## src/rtl/sid_pkg.sv

```systemverilog
// Shared constants and types for the SID voice sequencer.
// Register offsets are relative to a voice base of 7*v.
package sid_pkg;

   localparam int ACC_W      = 24;
   localparam int FREQ_W     = 16;
   localparam int PW_W       = 12;
   localparam int DEF_VOICES = 3;

   localparam int REG_FREQ_LO = 0;
   localparam int REG_FREQ_HI = 1;
   localparam int REG_PW_LO   = 2;
   localparam int REG_PW_HI   = 3;
   localparam int REG_CTRL    = 4;

   localparam int CTRL_SYNC_BIT = 1;
   localparam int CTRL_TEST_BIT = 3;

   localparam logic [4:0] CLR_OVR_ADDR = 5'd31;

   typedef enum logic {
      IDLE,
      RUN
   } seq_state_t;

   typedef struct packed {
      logic [FREQ_W-1:0] freq;
      logic [PW_W-1:0]   pw;
      logic [7:0]        ctrl;
   } voice_regs_t;

endpackage

```

## src/rtl/sid_voice_regfile.sv

```systemverilog
// Per-voice CPU-visible staging registers and the pass snapshot.
// A write coinciding with an accepted tick lands in the snapshot too.
module sid_voice_regfile
   import sid_pkg::*;
#(
   parameter int NUM_VOICES = DEF_VOICES
) (
   input  logic                         clk,
   input  logic                         rst_n,
   input  logic                         we_i,
   input  logic [4:0]                   addr_i,
   input  logic [7:0]                   wdata_i,
   input  logic                         accept_i,
   output voice_regs_t [NUM_VOICES-1:0] snap_o,
   output logic                         clr_ovr_o
);

   voice_regs_t [NUM_VOICES-1:0] stage_q, stage_d, snap_q;

   always_comb begin
      stage_d = stage_q;
      for (int v = 0; v < NUM_VOICES; v++) begin
         if (we_i && addr_i == 5'(7 * v + REG_FREQ_LO))
            stage_d[v].freq[7:0] = wdata_i;
         if (we_i && addr_i == 5'(7 * v + REG_FREQ_HI))
            stage_d[v].freq[FREQ_W-1:8] = wdata_i;
         if (we_i && addr_i == 5'(7 * v + REG_PW_LO))
            stage_d[v].pw[7:0] = wdata_i;
         if (we_i && addr_i == 5'(7 * v + REG_PW_HI))
            stage_d[v].pw[PW_W-1:8] = wdata_i[PW_W-9:0];
         if (we_i && addr_i == 5'(7 * v + REG_CTRL))
            stage_d[v].ctrl = wdata_i;
      end
   end

   always_ff @(posedge clk or negedge rst_n) begin
      if (!rst_n) begin
         stage_q <= '0;
         snap_q  <= '0;
      end else begin
         stage_q <= stage_d;
         // Snapshot the post-write view so a same-cycle write is merged.
         if (accept_i)
            snap_q <= stage_d;
      end
   end

   assign snap_o    = snap_q;
   assign clr_ovr_o = we_i & (addr_i == CLR_OVR_ADDR);

endmodule

```

## src/rtl/sid_voice_sequencer.sv

```systemverilog
// Time-multiplexed phase accumulator sequencer for the SID voices.
// One shared adder walks the voices slot by slot on each accepted tick.
module sid_voice_sequencer
   import sid_pkg::*;
#(
   parameter int NUM_VOICES = DEF_VOICES
) (
   input  logic             clk,
   input  logic             rst,
   input  logic             tick,
   input  logic             reg_wr,
   input  logic [4:0]       reg_addr,
   input  logic [7:0]       reg_wdata,
   output logic [1:0]       voice_idx,
   output logic [ACC_W-1:0] acc_out,
   output logic             acc_valid,
   output logic             pulse_out,
   output logic             msb_rise,
   output logic             overrun,
   output logic             busy
);

   localparam logic [1:0] LAST = 2'(NUM_VOICES - 1);

   voice_regs_t [NUM_VOICES-1:0] snap;
   voice_regs_t                  cur;

   seq_state_t state_q, state_d;
   logic [1:0] slot_q, slot_d, src;
   logic       ovr_q, ovr_d;
   logic       accept, drop, clr_ovr;

   logic [NUM_VOICES-1:0][ACC_W-1:0] acc_q;
   logic [NUM_VOICES-1:0]            rise_q, rise_snap_q;

   logic [ACC_W-1:0] acc_old, acc_new;
   logic             test, sync, rise_new, pulse_new;

   logic [1:0]       vidx_q;
   logic [ACC_W-1:0] acc_out_q;
   logic             valid_q, pulse_q, rise_out_q, busy_q;

   assign accept = tick & (state_q == IDLE);
   assign drop   = tick & (state_q == RUN);

   sid_voice_regfile #(
      .NUM_VOICES(NUM_VOICES)
   ) u_regs (
      .clk      (clk),
      .rst_n    (rst),
      .we_i     (reg_wr),
      .addr_i   (reg_addr),
      .wdata_i  (reg_wdata),
      .accept_i (accept),
      .snap_o   (snap),
      .clr_ovr_o(clr_ovr)
   );

   always_comb begin
      cur      = snap[slot_q];
      src      = (slot_q == 2'd0) ? LAST : slot_q - 2'd1;
      acc_old  = acc_q[slot_q];
      test     = cur.ctrl[CTRL_TEST_BIT];
      // Sync looks at the source flag frozen at pass start.
      sync     = cur.ctrl[CTRL_SYNC_BIT] & rise_snap_q[src];
      acc_new  = acc_old + ACC_W'(cur.freq);
      if (test | sync)
         acc_new = '0;
      rise_new  = ~acc_old[ACC_W-1] & acc_new[ACC_W-1];
      pulse_new = (acc_new[ACC_W-1 -: PW_W] >= cur.pw) | test;
   end

   always_comb begin
      state_d = state_q;
      slot_d  = slot_q;
      ovr_d   = ovr_q;
      unique case (state_q)
         IDLE: begin
            if (tick) begin
               state_d = RUN;
               slot_d  = 2'd0;
            end
         end
         RUN: begin
            if (slot_q == LAST) begin
               state_d = IDLE;
               slot_d  = 2'd0;
            end else begin
               slot_d = slot_q + 2'd1;
            end
         end
         default: state_d = IDLE;
      endcase
      if (drop)
         ovr_d = 1'b1;
      else if (clr_ovr)
         ovr_d = 1'b0;
   end

   always_ff @(posedge clk or negedge rst) begin
      if (!rst) begin
         state_q     <= IDLE;
         slot_q      <= '0;
         ovr_q       <= 1'b0;
         acc_q       <= '0;
         rise_q      <= '0;
         rise_snap_q <= '0;
         vidx_q      <= '0;
         acc_out_q   <= '0;
         valid_q     <= 1'b0;
         pulse_q     <= 1'b0;
         rise_out_q  <= 1'b0;
         busy_q      <= 1'b0;
      end else begin
         state_q <= state_d;
         slot_q  <= slot_d;
         ovr_q   <= ovr_d;
         busy_q  <= (state_q == RUN);
         valid_q <= (state_q == RUN);
         if (accept)
            rise_snap_q <= rise_q;
         if (state_q == RUN) begin
            acc_q[slot_q]  <= acc_new;
            rise_q[slot_q] <= rise_new;
            vidx_q         <= slot_q;
            acc_out_q      <= acc_new;
            pulse_q        <= pulse_new;
            rise_out_q     <= rise_new;
         end else begin
            pulse_q    <= 1'b0;
            rise_out_q <= 1'b0;
         end
      end
   end

   assign voice_idx = vidx_q;
   assign acc_out   = acc_out_q;
   assign acc_valid = valid_q;
   assign pulse_out = pulse_q;
   assign msb_rise  = rise_out_q;
   assign overrun   = ovr_q;
   assign busy      = busy_q;

endmodule
```

## config.mk

```make
export PLATFORM = sky130hd
export DESIGN_NAME = sid_voice_sequencer
export DESIGN_NICKNAME = d
export VERILOG_FILES = /design/src/rtl/sid_pkg.sv /design/src/rtl/sid_voice_regfile.sv /design/src/rtl/sid_voice_sequencer.sv
export SDC_FILE = /design/constraint.sdc
export NUM_CORES = 1
export LEC_CHECK = 0
export CAP_MARGIN = 20
export CORE_ASPECT_RATIO = 0.8
export CORE_UTILIZATION = 25
export CTS_CLUSTER_DIAMETER = 200
export DETAILED_ROUTE_END_ITERATION = 8
export HOLD_SLACK_MARGIN = 0.03
export PLACE_DENSITY = 0.48
export SETUP_SLACK_MARGIN = 0.2
export SLEW_MARGIN = 25
export SYNTH_ARGS = -nofsm -noshare
export SYNTH_HDL_FRONTEND = slang
export SYNTH_SLANG_ARGS = --single-unit
export TNS_END_PERCENT = 30
```

## constraint.sdc

```tcl
create_clock -name clk -period 6.05 [get_ports clk]
set_input_delay 1.21 -clock clk [delete_from_list [all_inputs] [get_ports clk]]
set_output_delay 1.21 -clock clk [all_outputs]
set_load 0.03 [all_outputs]
```

==> impl_table.tex <==
\begin{tabular}{lr}
\hline
Metric & Value \\
\hline
\multicolumn{2}{l}{\textbf{Global routing}} \\
\quad Via count of the first global-routing pass & 9005 \\
\quad GR Overflow Total & 0 \\
\quad Largest net degree at the start of global routing & 99 \\
\quad All-Layer GR Usage & 13.2\% \\
\quad Antenna violations before repair & 1 \\
\quad Global-route wire length before repair & 55600 µm \\
\multicolumn{2}{l}{\textbf{Place}} \\
\quad Instance area after placement & 0.0147 mm² \\
\quad Port Buffers & 47 \\
\quad Placer congestion estimate & 0.887 \\
\quad Setup slack at placement & 1.08 ns \\
\quad Placed wire-length estimate after detailed placement & 23700 µm \\
\multicolumn{2}{l}{\textbf{Clock tree}} \\
\quad Total setup buffers inserted after CTS & 0 \\
\quad H-tree lvl count & 1 \\
\quad CTS resizes & 0 \\
\quad Clk Tree Root Cell & sky130\_fd\_sc\_hd\_\_clkbuf\_16 \\
\quad Register clock-pin slew on the reported worst setup and hold paths & 0.07 ns \\
\quad Hold buffer count at cts & 0 \\
\quad CTS tree & built \\
\quad Insertion delay to the later sink of the worst-skew pair & 0.58 ns \\
\quad Sinks on the clock net & 291 \\
\quad Buffers from clock root to sink, at most & 3 \\
\quad Cts bufs inserted & 30 \\
\multicolumn{2}{l}{\textbf{Power and ir drop}} \\
\quad Net switching power & 3.10 mW \\
\quad Switching part of the total & 39.2\% \\
\quad Standby leakage power & 6.92 nW \\
\quad Pwr per Cell Area & 504 mW/mm² \\
\quad Comb pwr share & 41.6\% \\
\quad Fraction of power consumed by sequential logic & 35.9\% \\
\quad Worst VDD drop & 0.187 mV \\
\quad Clock Power Share & 22.5\% \\
\quad Cell-internal power & 4.80 mW \\
\quad Pwr Total & 7.89 mW \\
\multicolumn{2}{l}{\textbf{Synthesis}} \\
\quad Async SR Flop Fraction & 100\% \\
\quad Share of the synthesized area in the top cell type & 54.0\% \\
\quad Post-synth EDFFs & 0 \\
\quad Most used flip-flop cell after synthesis & sky130\_fd\_sc\_hd\_\_dfrtp\_1 \\
\quad Sequential cell area fraction in the yosys report & 54.0\% \\
\quad Instance count of the mapped netlist & 1131 \\
\quad Count of unique library cells instantiated by Yosys & 64 \\
\quad Cell area after synthesis & 0.0135 mm² \\
\quad Area contributors post-synth & sky130\_fd\_sc\_hd\_\_dfrtp\_1 (54\%), sky130\_fd\_sc\_hd\_\_mux2\_2 (16\%), sky130\_fd\_sc\_hd\_\_mux2i\_1 (4.0\%) \\
\quad Post-synthesis net count & 1181 \\
\quad Count of warnings emitted by yosys & 0 \\
\quad Post-synthesis sequential element count & 291 \\
\quad Ranking of synthesized cells by instance count & sky130\_fd\_sc\_hd\_\_dfrtp\_1 (291), sky130\_fd\_sc\_hd\_\_mux2\_2 (193), sky130\_fd\_sc\_hd\_\_nand2\_1 (140) \\
\quad Most common cell in the netlist & sky130\_fd\_sc\_hd\_\_dfrtp\_1 \\
\quad Synth Area per Inst & 11.9 µm² \\
\quad Area leader, netlist & sky130\_fd\_sc\_hd\_\_dfrtp\_1 \\
\multicolumn{2}{l}{\textbf{Critical path}} \\
\quad R2R Path End & pulse\_out \\
\quad Library cell contributing the largest single delay on the critical path & sky130\_fd\_sc\_hd\_\_dfrtp\_4 \\
\quad R2r worst-path depth & 17 \\
\quad Startpoint of the lowest-slack register-to-register path & slot\_q[1] \\
\quad Required time of the critical path & 6.48 ns \\
\quad Largest driver fanout on the critical path & 23 \\
\quad Crit path cell chain & nor2b\_4 -> nand2\_1 -> o21ai\_0 -> ha\_1 -> inv\_1 -> fa\_1 -> nor2b\_1 -> o2111ai\_1 -> a31oi\_1 -> o21ai\_2 -> mux2i\_1 -> o21ai\_1 -> inv\_1 -> ha\_1 -> or4\_1 -> a21oi\_1 -> o22ai\_1 \\
\quad Data arrival time of the critical path & 5.38 ns \\
\quad Slowest stage delay, CP & 0.66 ns \\
\quad Kind of critical path & reg2reg \\
\quad Worst reg-to-reg setup slack & 1.10 ns \\
\quad Endpoint class of the critical path & flop \\
\quad CP Launch Type & flop \\
\multicolumn{2}{l}{\textbf{Hold path}} \\
\quad Hold Crit Depth & 2 \\
\quad Hold-critical path endpoint & acc\_q[21] \\
\quad Path category of the worst min-delay check & reg2reg \\
\quad Hold Crit Start & acc\_q[21] \\
\multicolumn{2}{l}{\textbf{STA}} \\
\quad Maximum operating frequency & 0.202 GHz \\
\quad Final Max Tran Viols & 0 \\
\quad Slew margin rel. & 36.2\% \\
\quad Tightest Pin Transition & 0.955 ns \\
\quad Sum of negative setup slack & 0 ns \\
\quad Worst clock skew & 0.0241 ns \\
\quad Final count of hold timing violations & 0 \\
\quad Final Cycle Share & 81.9\% \\
\quad Post-route minimum period & 4.95 ns \\
\quad \# setup viols final & 0 \\
\quad Worst path setup slack after routing & 1.10 ns \\
\quad Unrepaired setup endpoints after global routing & false \\
\multicolumn{2}{l}{\textbf{Cells and area}} \\
\quad Fraction of layout cells with a size suffix above 1 & 24.1\% \\
\quad Synthesis-to-layout area growth & 16.1\% \\
\quad Post-Route Utilization & 29.6\% \\
\quad Layout Nets & 1211 \\
\quad Total inserted antenna cells & 0 \\
\quad Design Area, Final & 0.0156 mm² \\
\quad Count of filler cells inserted in the layout & 5407 \\
\multicolumn{2}{l}{\textbf{Drt}} \\
\quad Total number of vias & 8766 \\
\quad Via density per instance & 4.68 \\
\quad Initial detailed-routing violation count & 563 \\
\quad Routed len/inst & 18.9 µm \\
\quad Detailed-router iteration count before antenna repair & 4 \\
\quad Detail Route Antenna Nets & 0 \\
\quad Final routed DRC violation total & 0 \\
\quad Wire length after detailed routing & 35500 µm \\
\multicolumn{2}{l}{\textbf{Flow run}} \\
\quad Number of maximum-capacitance violations & 0 \\
\multicolumn{2}{l}{\textbf{Run status}} \\
\quad Outcome & finished clean \\
\multicolumn{2}{l}{\textbf{Floorplanning}} \\
\quad Die area & 0.0548 mm² \\
\quad Floorplan die width & 262 µm \\
\quad Starting density of the core & 25.5\% \\
\quad Top Ports & 48 \\
\quad Core footprint & 0.0528 mm² \\
\quad Die height & 210 µm \\
\quad Placement Rows & 75 \\
\hline
\end{tabular}
-- worst max path at each step --
stage          startpoint         to  slack [ns]  cells past startpoint
2_1_floorplan   slot_q[1]  pulse_out        1.85                     22
3_3_place_gp    slot_q[1]  pulse_out        1.10                     17
3_5_place_dp    slot_q[1]  pulse_out        1.08                     17
4_1_cts         slot_q[1]  pulse_out        1.05                     17
5_1_grt         slot_q[1]  pulse_out        0.71                     17
6_report        slot_q[1]  pulse_out        1.10                     17
-- registers in the layout, summed over array words and instances (netlist names) --
signal	cells
rise_snap_q	3
state_q	1
u_regs.snap_o	90
slot_q	2
rise_q	3
voice_idx	2
msb_rise	1
acc_out	24
pulse_out	1
u_regs.stage_q	90
acc_q	72
overrun	1
busy	1
-- through the flow --
stage	cells	hold slack, ns
3_3_place_gp	1822	0.458
5_1_grt	1874	0.503
6_report	1874	0.475
2_1_floorplan	1131	0.393
4_1_cts	1874	0.479
3_5_place_dp	1822	0.465
-- power by group through the flow --
stage / logic [mW] / registers [mW] / clock network (mW)
after global routing: 3.65 / 2.90 / 1.92
after floorplan: 2.20 / 2.85 / 0
after CTS: 3.32 / 2.84 / 1.84
final: 3.28 / 2.83 / 1.78
after detailed placement: 3.30 / 2.87 / 0
after global placement: 3.27 / 2.87 / 0
-- cells by family (layout without fill, tap and decap cells) --
kind of cell               count (synthesis)  in the layout  share of synthesized area (%)
DFF                                      291            291                           54.0
muxes                                    249            249                           20.3
and+or+nand+nor                          244            244                           7.94
AOI/OAI and AO/OA                        218            218                           10.8
buffers and inverters                     76            126                           2.36
adders and majority gates                 33             33                           3.12
xor gates and xnor gates                  20             20                           1.47
-- layout by cell type (no fill, tap or decap), types with 3 or more instances in the layout --
| cell | count |
|---|---|
| sky130_fd_sc_hd__a211oi_1 | 3 |
| sky130_fd_sc_hd__nand4_1 | 9 |
| sky130_fd_sc_hd__clkbuf_8 | 5 |
| sky130_fd_sc_hd__o211ai_1 | 5 |
| sky130_fd_sc_hd__a21oi_1 | 35 |
| sky130_fd_sc_hd__nand3_1 | 6 |
| sky130_fd_sc_hd__o21ai_0 | 66 |
| sky130_fd_sc_hd__nor3_1 | 3 |
| sky130_fd_sc_hd__nor2b_1 | 14 |
| sky130_fd_sc_hd__inv_1 | 10 |
| sky130_fd_sc_hd__mux2_2 | 193 |
| sky130_fd_sc_hd__ha_1 | 32 |
| sky130_fd_sc_hd__dfrtp_1 | 289 |
| sky130_fd_sc_hd__and3_1 | 4 |
| sky130_fd_sc_hd__o21ai_2 | 3 |
| sky130_fd_sc_hd__buf_4 | 16 |
| sky130_fd_sc_hd__nand2_1 | 139 |
| sky130_fd_sc_hd__nor2_1 | 47 |
| sky130_fd_sc_hd__mux2i_1 | 54 |
| sky130_fd_sc_hd__clkbuf_1 | 8 |
| sky130_fd_sc_hd__o31ai_1 | 39 |
| sky130_fd_sc_hd__a22o_1 | 13 |
| sky130_fd_sc_hd__and2_1 | 4 |
| sky130_fd_sc_hd__o2bb2ai_1 | 5 |
| sky130_fd_sc_hd__clkdlybuf4s50_1 | 46 |
| sky130_fd_sc_hd__xnor2_1 | 10 |
| sky130_fd_sc_hd__o21ai_1 | 13 |
| sky130_fd_sc_hd__nand2b_1 | 5 |
| sky130_fd_sc_hd__clkinv_2 | 6 |
| sky130_fd_sc_hd__clkbuf_16 | 30 |
| sky130_fd_sc_hd__a31o_2 | 4 |
| sky130_fd_sc_hd__a21o_1 | 7 |
| sky130_fd_sc_hd__o31ai_2 | 4 |
| sky130_fd_sc_hd__xor2_1 | 7 |
-- area by class of cell --
type | count | area [µm²] | share of cell area, %
tap | 693 | 867 | 5.54
inverter | 10 | 37.5 | 0.240
timing repair buffer | 64 | 616 | 3.93
clock buffer | 43 | 850 | 5.43
sequential | 291 | 7290 | 46.6
clock inverter | 9 | 83.8 | 0.536
multi-input combinational | 764 | 5910 | 37.7
-- per-layer routing --
layer  routed length [µm]  track usage (%)
met5                    0                0
met4                  542             2.31
met3                 1580             2.57
met2                15300             19.3
met1                18100             20.1
-- worst max-delay path: cells and delay by family, from the launching register on --
family | cells | cell delay (ns)
buffers and inverters | 2 | 0.15
flip-flops | 1 | 0.66
multiplexers | 1 | 0.16
adder cells (fa/ha/maj) | 3 | 0.83
AND/OR/NAND/NOR | 4 | 1.34
AO/OA/AOI/OAI | 7 | 1.65
Power figures use the tool's default switching activity.
